### src/rtl/mips_mc_pkg.sv
// Shared encodings for the multi-cycle MIPS main controller.
// MC_BNE_EN adds the bne opcode and its BNEEX state (code 12).
package mips_mc_pkg;

  typedef enum logic [3:0] {
    S_FETCH   = 4'd0,
    S_DECODE  = 4'd1,
    S_MEMADR  = 4'd2,
    S_MEMRD   = 4'd3,
    S_MEMWB   = 4'd4,
    S_MEMWR   = 4'd5,
    S_RTYPEEX = 4'd6,
    S_RTYPEWB = 4'd7,
    S_BEQEX   = 4'd8,
    S_ADDIEX  = 4'd9,
    S_ADDIWB  = 4'd10,
    S_JEX     = 4'd11
`ifdef MC_BNE_EN
    ,
    S_BNEEX   = 4'd12
`endif
  } state_t;

  localparam logic [5:0] OP_LW    = 6'b100011;
  localparam logic [5:0] OP_SW    = 6'b101011;
  localparam logic [5:0] OP_RTYPE = 6'b000000;
  localparam logic [5:0] OP_BEQ   = 6'b000100;
  localparam logic [5:0] OP_ADDI  = 6'b001000;
  localparam logic [5:0] OP_J     = 6'b000010;
  localparam logic [5:0] OP_BNE   = 6'b000101;

  localparam logic [1:0] ALUOP_ADD   = 2'b00;
  localparam logic [1:0] ALUOP_SUB   = 2'b01;
  localparam logic [1:0] ALUOP_FUNCT = 2'b10;

  localparam logic [1:0] SRCB_B     = 2'b00;
  localparam logic [1:0] SRCB_FOUR  = 2'b01;
  localparam logic [1:0] SRCB_IMM   = 2'b10;
  localparam logic [1:0] SRCB_IMMSH = 2'b11;

  localparam logic [1:0] PCSRC_ALU    = 2'b00;
  localparam logic [1:0] PCSRC_ALUOUT = 2'b01;
  localparam logic [1:0] PCSRC_JUMP   = 2'b10;

  typedef struct packed {
    logic       mem_req;
    logic       memwrite;
    logic       iord;
    logic       irwrite;
    logic       pcen;
    logic [1:0] pcsrc;
    logic       alusrca;
    logic [1:0] alusrcb;
    logic [1:0] aluop;
    logic       regdst;
    logic       memtoreg;
    logic       regwrite;
    logic       instr_done;
    logic       illegal_op;
  } ctrl_t;

  function automatic logic op_legal(input logic [5:0] op);
    logic ok;
    ok = 1'b0;
    case (op)
      OP_LW, OP_SW, OP_RTYPE, OP_BEQ, OP_ADDI, OP_J: ok = 1'b1;
`ifdef MC_BNE_EN
      OP_BNE: ok = 1'b1;
`endif
      default: ok = 1'b0;
    endcase
    return ok;
  endfunction

endpackage

### src/rtl/mc_ctrl_outdec.sv
// State-to-control-word decoder; strobes gated by mem_ready, zero and reset.
// MC_BNE_EN adds the BNEEX decode.
module mc_ctrl_outdec
  import mips_mc_pkg::*;
(
  input  state_t state_i,
  input  logic   mem_ready_i,
  input  logic   zero_i,
  input  logic   illegal_i,
  input  logic   rst_n_i,
  output ctrl_t  ctrl_o
);

  always_comb begin
    ctrl_o = '0;
    case (state_i)
      S_FETCH: begin
        ctrl_o.mem_req = 1'b1;
        ctrl_o.alusrcb = SRCB_FOUR;
        ctrl_o.aluop   = ALUOP_ADD;
        ctrl_o.pcsrc   = PCSRC_ALU;
        ctrl_o.irwrite = mem_ready_i;
        ctrl_o.pcen    = mem_ready_i;
      end
      S_DECODE: begin
        ctrl_o.alusrcb    = SRCB_IMMSH;
        ctrl_o.illegal_op = illegal_i;
        ctrl_o.instr_done = illegal_i;
      end
      S_MEMADR: begin
        ctrl_o.alusrca = 1'b1;
        ctrl_o.alusrcb = SRCB_IMM;
      end
      S_MEMRD: begin
        ctrl_o.mem_req = 1'b1;
        ctrl_o.iord    = 1'b1;
      end
      S_MEMWB: begin
        ctrl_o.memtoreg   = 1'b1;
        ctrl_o.regwrite   = 1'b1;
        ctrl_o.instr_done = 1'b1;
      end
      S_MEMWR: begin
        ctrl_o.mem_req    = 1'b1;
        ctrl_o.iord       = 1'b1;
        ctrl_o.memwrite   = 1'b1;
        ctrl_o.instr_done = mem_ready_i;
      end
      S_RTYPEEX: begin
        ctrl_o.alusrca = 1'b1;
        ctrl_o.alusrcb = SRCB_B;
        ctrl_o.aluop   = ALUOP_FUNCT;
      end
      S_RTYPEWB: begin
        ctrl_o.regdst     = 1'b1;
        ctrl_o.regwrite   = 1'b1;
        ctrl_o.instr_done = 1'b1;
      end
      S_BEQEX: begin
        ctrl_o.alusrca    = 1'b1;
        ctrl_o.aluop      = ALUOP_SUB;
        ctrl_o.pcsrc      = PCSRC_ALUOUT;
        ctrl_o.pcen       = zero_i;
        ctrl_o.instr_done = 1'b1;
      end
`ifdef MC_BNE_EN
      S_BNEEX: begin
        ctrl_o.alusrca    = 1'b1;
        ctrl_o.aluop      = ALUOP_SUB;
        ctrl_o.pcsrc      = PCSRC_ALUOUT;
        ctrl_o.pcen       = ~zero_i;
        ctrl_o.instr_done = 1'b1;
      end
`endif
      S_ADDIEX: begin
        ctrl_o.alusrca = 1'b1;
        ctrl_o.alusrcb = SRCB_IMM;
      end
      S_ADDIWB: begin
        ctrl_o.regwrite   = 1'b1;
        ctrl_o.instr_done = 1'b1;
      end
      S_JEX: begin
        ctrl_o.pcsrc      = PCSRC_JUMP;
        ctrl_o.pcen       = 1'b1;
        ctrl_o.instr_done = 1'b1;
      end
      default: ctrl_o = '0;
    endcase
    // Reset holds state at FETCH; kill every strobe so nothing is written.
    if (!rst_n_i) begin
      ctrl_o.mem_req    = 1'b0;
      ctrl_o.memwrite   = 1'b0;
      ctrl_o.irwrite    = 1'b0;
      ctrl_o.pcen       = 1'b0;
      ctrl_o.regwrite   = 1'b0;
      ctrl_o.instr_done = 1'b0;
      ctrl_o.illegal_op = 1'b0;
    end
  end

endmodule

### src/rtl/mips_mc_ctrl.sv
// Multi-cycle MIPS main controller: state register and next-state logic.
// Define MC_BNE_EN to support bne (opcode 000101) via state BNEEX.
module mips_mc_ctrl
  import mips_mc_pkg::*;
(
  input  logic       clk,
  input  logic       rst_n,
  input  logic [5:0] op,
  input  logic       zero,
  input  logic       mem_ready,
  output logic       mem_req,
  output logic       memwrite,
  output logic       iord,
  output logic       irwrite,
  output logic       pcen,
  output logic [1:0] pcsrc,
  output logic       alusrca,
  output logic [1:0] alusrcb,
  output logic [1:0] aluop,
  output logic       regdst,
  output logic       memtoreg,
  output logic       regwrite,
  output logic       instr_done,
  output logic       illegal_op,
  output logic [3:0] state
);

  state_t state_q, state_d;
  ctrl_t  ctrl;

  always_ff @(posedge clk or negedge rst_n) begin
    if (!rst_n) state_q <= S_FETCH;
    else        state_q <= state_d;
  end

  always_comb begin
    state_d = state_q;
    case (state_q)
      S_FETCH:   if (mem_ready) state_d = S_DECODE;
      S_DECODE: begin
        case (op)
          OP_LW, OP_SW: state_d = S_MEMADR;
          OP_RTYPE:     state_d = S_RTYPEEX;
          OP_BEQ:       state_d = S_BEQEX;
          OP_ADDI:      state_d = S_ADDIEX;
          OP_J:         state_d = S_JEX;
`ifdef MC_BNE_EN
          OP_BNE:       state_d = S_BNEEX;
`endif
          default:      state_d = S_FETCH;
        endcase
      end
      S_MEMADR:  state_d = (op == OP_SW) ? S_MEMWR : S_MEMRD;
      S_MEMRD:   if (mem_ready) state_d = S_MEMWB;
      S_MEMWR:   if (mem_ready) state_d = S_FETCH;
      S_RTYPEEX: state_d = S_RTYPEWB;
      S_ADDIEX:  state_d = S_ADDIWB;
      default:   state_d = S_FETCH;
    endcase
  end

  mc_ctrl_outdec u_outdec (
    .state_i     (state_q),
    .mem_ready_i (mem_ready),
    .zero_i      (zero),
    .illegal_i   (~op_legal(op)),
    .rst_n_i     (rst_n),
    .ctrl_o      (ctrl)
  );

  assign mem_req    = ctrl.mem_req;
  assign memwrite   = ctrl.memwrite;
  assign iord       = ctrl.iord;
  assign irwrite    = ctrl.irwrite;
  assign pcen       = ctrl.pcen;
  assign pcsrc      = ctrl.pcsrc;
  assign alusrca    = ctrl.alusrca;
  assign alusrcb    = ctrl.alusrcb;
  assign aluop      = ctrl.aluop;
  assign regdst     = ctrl.regdst;
  assign memtoreg   = ctrl.memtoreg;
  assign regwrite   = ctrl.regwrite;
  assign instr_done = ctrl.instr_done;
  assign illegal_op = ctrl.illegal_op;
  assign state      = state_q;

endmodule

### config.mk
export PLATFORM = sky130hd
export DESIGN_NAME = mips_mc_ctrl
export DESIGN_NICKNAME = d
export VERILOG_FILES = /design/src/rtl/mips_mc_pkg.sv /design/src/rtl/mc_ctrl_outdec.sv /design/src/rtl/mips_mc_ctrl.sv
export SDC_FILE = /design/constraint.sdc
export NUM_CORES = 1
export LEC_CHECK = 0
export CAP_MARGIN = 10
export CORE_MARGIN = 5
export CORE_UTILIZATION = 25
export CTS_CLUSTER_DIAMETER = 200
export CTS_CLUSTER_SIZE = 16
export DETAILED_ROUTE_END_ITERATION = 8
export GPL_TIMING_DRIVEN = 0
export MAX_ROUTING_LAYER = met4
export PLACE_DENSITY = 0.57
export RECOVER_POWER = 100
export SLEW_MARGIN = 20
export SYNTH_ARGS = -nofsm -noshare
export SYNTH_HDL_FRONTEND = slang
export SYNTH_SLANG_ARGS = --single-unit
### constraint.sdc
create_clock -name clk -period 2.6 [get_ports clk]
set_clock_uncertainty 0.15 [all_clocks]
set_input_delay 0.52 -clock clk [delete_from_list [all_inputs] [get_ports clk]]
set_output_delay 0.52 -clock clk [all_outputs]
set_load 0.02 [all_outputs]
==> results.cfg <==
[synth]
synth_edf_count = 0
syn-mean-instance-area_um2 = 6.66
synthFlopType = dfrtp_1
synth.largest_area_cell = dfrtp_1
synth_top_family_by_area = simple AND/OR/NAND/NOR gates
most_frequently_used_cell_type_in_the_post_synthesis_netlist = nor2_1
ys_seq_elements = 4
synth.top_cell.area_share = 0.153
synthDistinctLibCells = 35
yosys-mux-area-fraction = 0.0498
fraction_of_synthesized_cell_area_in_xor_and_xnor_cells = 0.0402
ys_async_sr_fraction = 1.00
post_synth_and_or_nand_nor_area_fraction = 0.406
synth_seq_area_share = 0.153
post_synth_fa_ha_maj_area_fraction = 0
post_synth_instance_area_um2 = 653
synthTopCellsByArea = dfrtp_1 15%, nor3_1 9.2%, nand2b_1 7.7%
synth.cells.most_frequent = 13 x nor2_1, 12 x nor3_1, 9 x a21oi_1
area_fraction_in_compound_gates_after_synthesis = 0.259
postSynthCellCount = 98
ys_warn_count = 0
syn-num-nets = 108

[critical_path]
slowest_stage_delay_cp_ns = 0.53
ff2ff_setup_slack_ns = 1.11
timing.rr.end = state[1]
critPathCaptureType = output pin
timing.critical_path.arrival_ns = 1.88
critPathSlowestCell = clkdlybuf4s50_1
start_kind = primary input
critical_path_required_ns = 1.93
r2r-start = state[2]
critPathMaxFanout = 5
worst_setup_path_startpoint = op[0]
criticalPathCategory = primary input to output pin
list_of_cells_traversed_by_the_critical_path = clkdlybuf4s50_1, and3_4, nand2b_1, a21oi_2, nor2_1, clkdlybuf4s15_2
worst-r2r-cell-count = 5

[die]
die_area_um2 = 3730
num_rows = 18
start_util = 0.264
dieWidth_um = 61.1
core_box_area_um2 = 2480
design.portCount = 31
die_height_um = 61.1

[drt]
routed_via_density = 5.06
route.final.wire_length_mm = 2.16
initialDrtViolationCount = 7
routedWlPerCell_um = 13.5
routed-via-count = 810
drtAntennaViolNets = 0
drt_pre_antenna_iters = 4
remaining_drc_errors = 0

[cts]
worstSkewPairLatency_ns = 0.23
cts_max_level = 1
cts_sinks = 4
cts.clk_slew.worst_paths_ns = 0.04
inserted_clock_buffers = 3
buffer_depth_of_the_longest_clock_path = 2
cts_tree = yes
post-cts-setup-buffers = 0
clock_tree_root_driver_cell = clkbuf_4

[timing]
timing.fmax_ghz = 0.393
finalCritPeriodShare = 0.979
final-hold-violation-count = 0
slew_violations = 0
timing.final.setup_violations = 0
grt_setup_unrepaired = yes
final.setup.tns_ns = 0
worst_hold_slack_ns = 0.567
timing.final.crit_period_ns = 2.55
tightestPinTransition_ns = 0.336
relSlewSlack = 0.775
setup_slack_ns = 0.0539

[final_layout]
finish.instance_area_um2 = 990
largest_register_ffs = 4
final-seq-area_um2 = 100
fin_util = 0.399
antenna_fix_cells = 0
final-instance-count-excl-fill = 160
areaGrowthSynthToFinish_pct = 51.5
drive_above_1_share = 0.162
multiInputGateArea_um2 = 505
layout.nets = 142
fillerInstances = 292

[min_path]
worstHoldPathType = primary input to flip-flop
worstHoldEndpoint = state[1]
holdCritStartpoint = op[3]
whs_path_depth = 4

[status]
result_of_the_run = finished, final reports clean

[placement]
dpl_cell_area_um2 = 981
port_buffers = 29
routabilityCongestion = 0.784
hpwl_reported_at_the_end_of_detailed_placement_mm = 1.64
dpl.cell_count = 157
pre_cts_slack_ns = -0.540

[pwr]
p_per_area_nw_per_um2 = 758
total_leakage_power_nw = 0.428
post-layout-total-power_uw = 750
vdd_ir_drop_max_uv = 324

[global_route]
grt_start_max_net_pins = 11
globalRouteOverflowTotal = 0
grt_pass1_vias = 780
antenna_found_initial = 0
groute.usage.overall = 0.127
grt_first_pass_wirelength_mm = 3.53

[job]
drv.max_cap_violation_count = 0
==> layer usage <==
layer | up-vias | routed length [µm] | GRT usage
met2 | 18 | 1110 | 0.224
met1 | 377 | 980 | 0.159
met5 | - | 0 | -
met3 | 0 | 73 | 0.0189
met4 | 0 | 0 | 0.00929
li1 | 415 | - | -
==> critical path: cells and delay by family <==
kind	cells	cell delay, ns
AOI/OAI and AO/OA	1	0.19
buffers and inverters	2	0.78
and+or+nand+nor	3	0.38
==> worst max-delay path by stage <==
stage | end | slack [ns] | cells after the start
after CTS | memwrite | 0.02 | 4
after global routing | illegal_op | -0.003 | 6
after floorplan | regwrite | 0.17 | 5
final | illegal_op | 0.05 | 6
after global placement | instr_done | -0.51 | 5
after detailed placement | instr_done | -0.54 | 5
==> cells in the final DEF, fill, tap and decap left out, types with 3 or more instances in the layout <==
cell type / n
clkbuf_1: 4
buf_2: 6
o21ai_0: 3
nor2_1: 13
nand2_1: 5
dlygate4sd2_1: 7
dlygate4sd3_1: 6
dfrtp_1: 4
nor2b_1: 3
a21oi_1: 8
clkdlybuf4s50_1: 10
clkbuf_4: 4
nand2b_1: 8
nor3_1: 12
==> cells by family after synthesis <==
logic type	count (synthesis)
AOI/OAI and AO/OA	26
xor gates and xnor gates	3
buffers and inverters	11
DFF	4
muxes	3
and+or+nand+nor	51
==> where the power goes <==
part / internal, mW / switching, mW
Clock: 0.0515 / 0.0240
Combinational: 0.241 / 0.333
Sequential: 0.0786 / 0.0223
==> area by class of cell <==
class,count,share of cell area
flip-flops and latches,4,0.101
multi-input cells,83,0.511
inverters,2,0.00759
plain buffers,8,0.0518
repair buffers,30,0.268
well taps,30,0.0379
clock buffers,3,0.0228
==> timing repair <==
item,4_1_cts,5_1_grt
hold endpoints to repair,0,4
hold buffers,0,1
gates cloned,0,0
gates resized for setup,20,7
endpoints found under the setup margin,10,7
(Power assumes the default switching activity.)
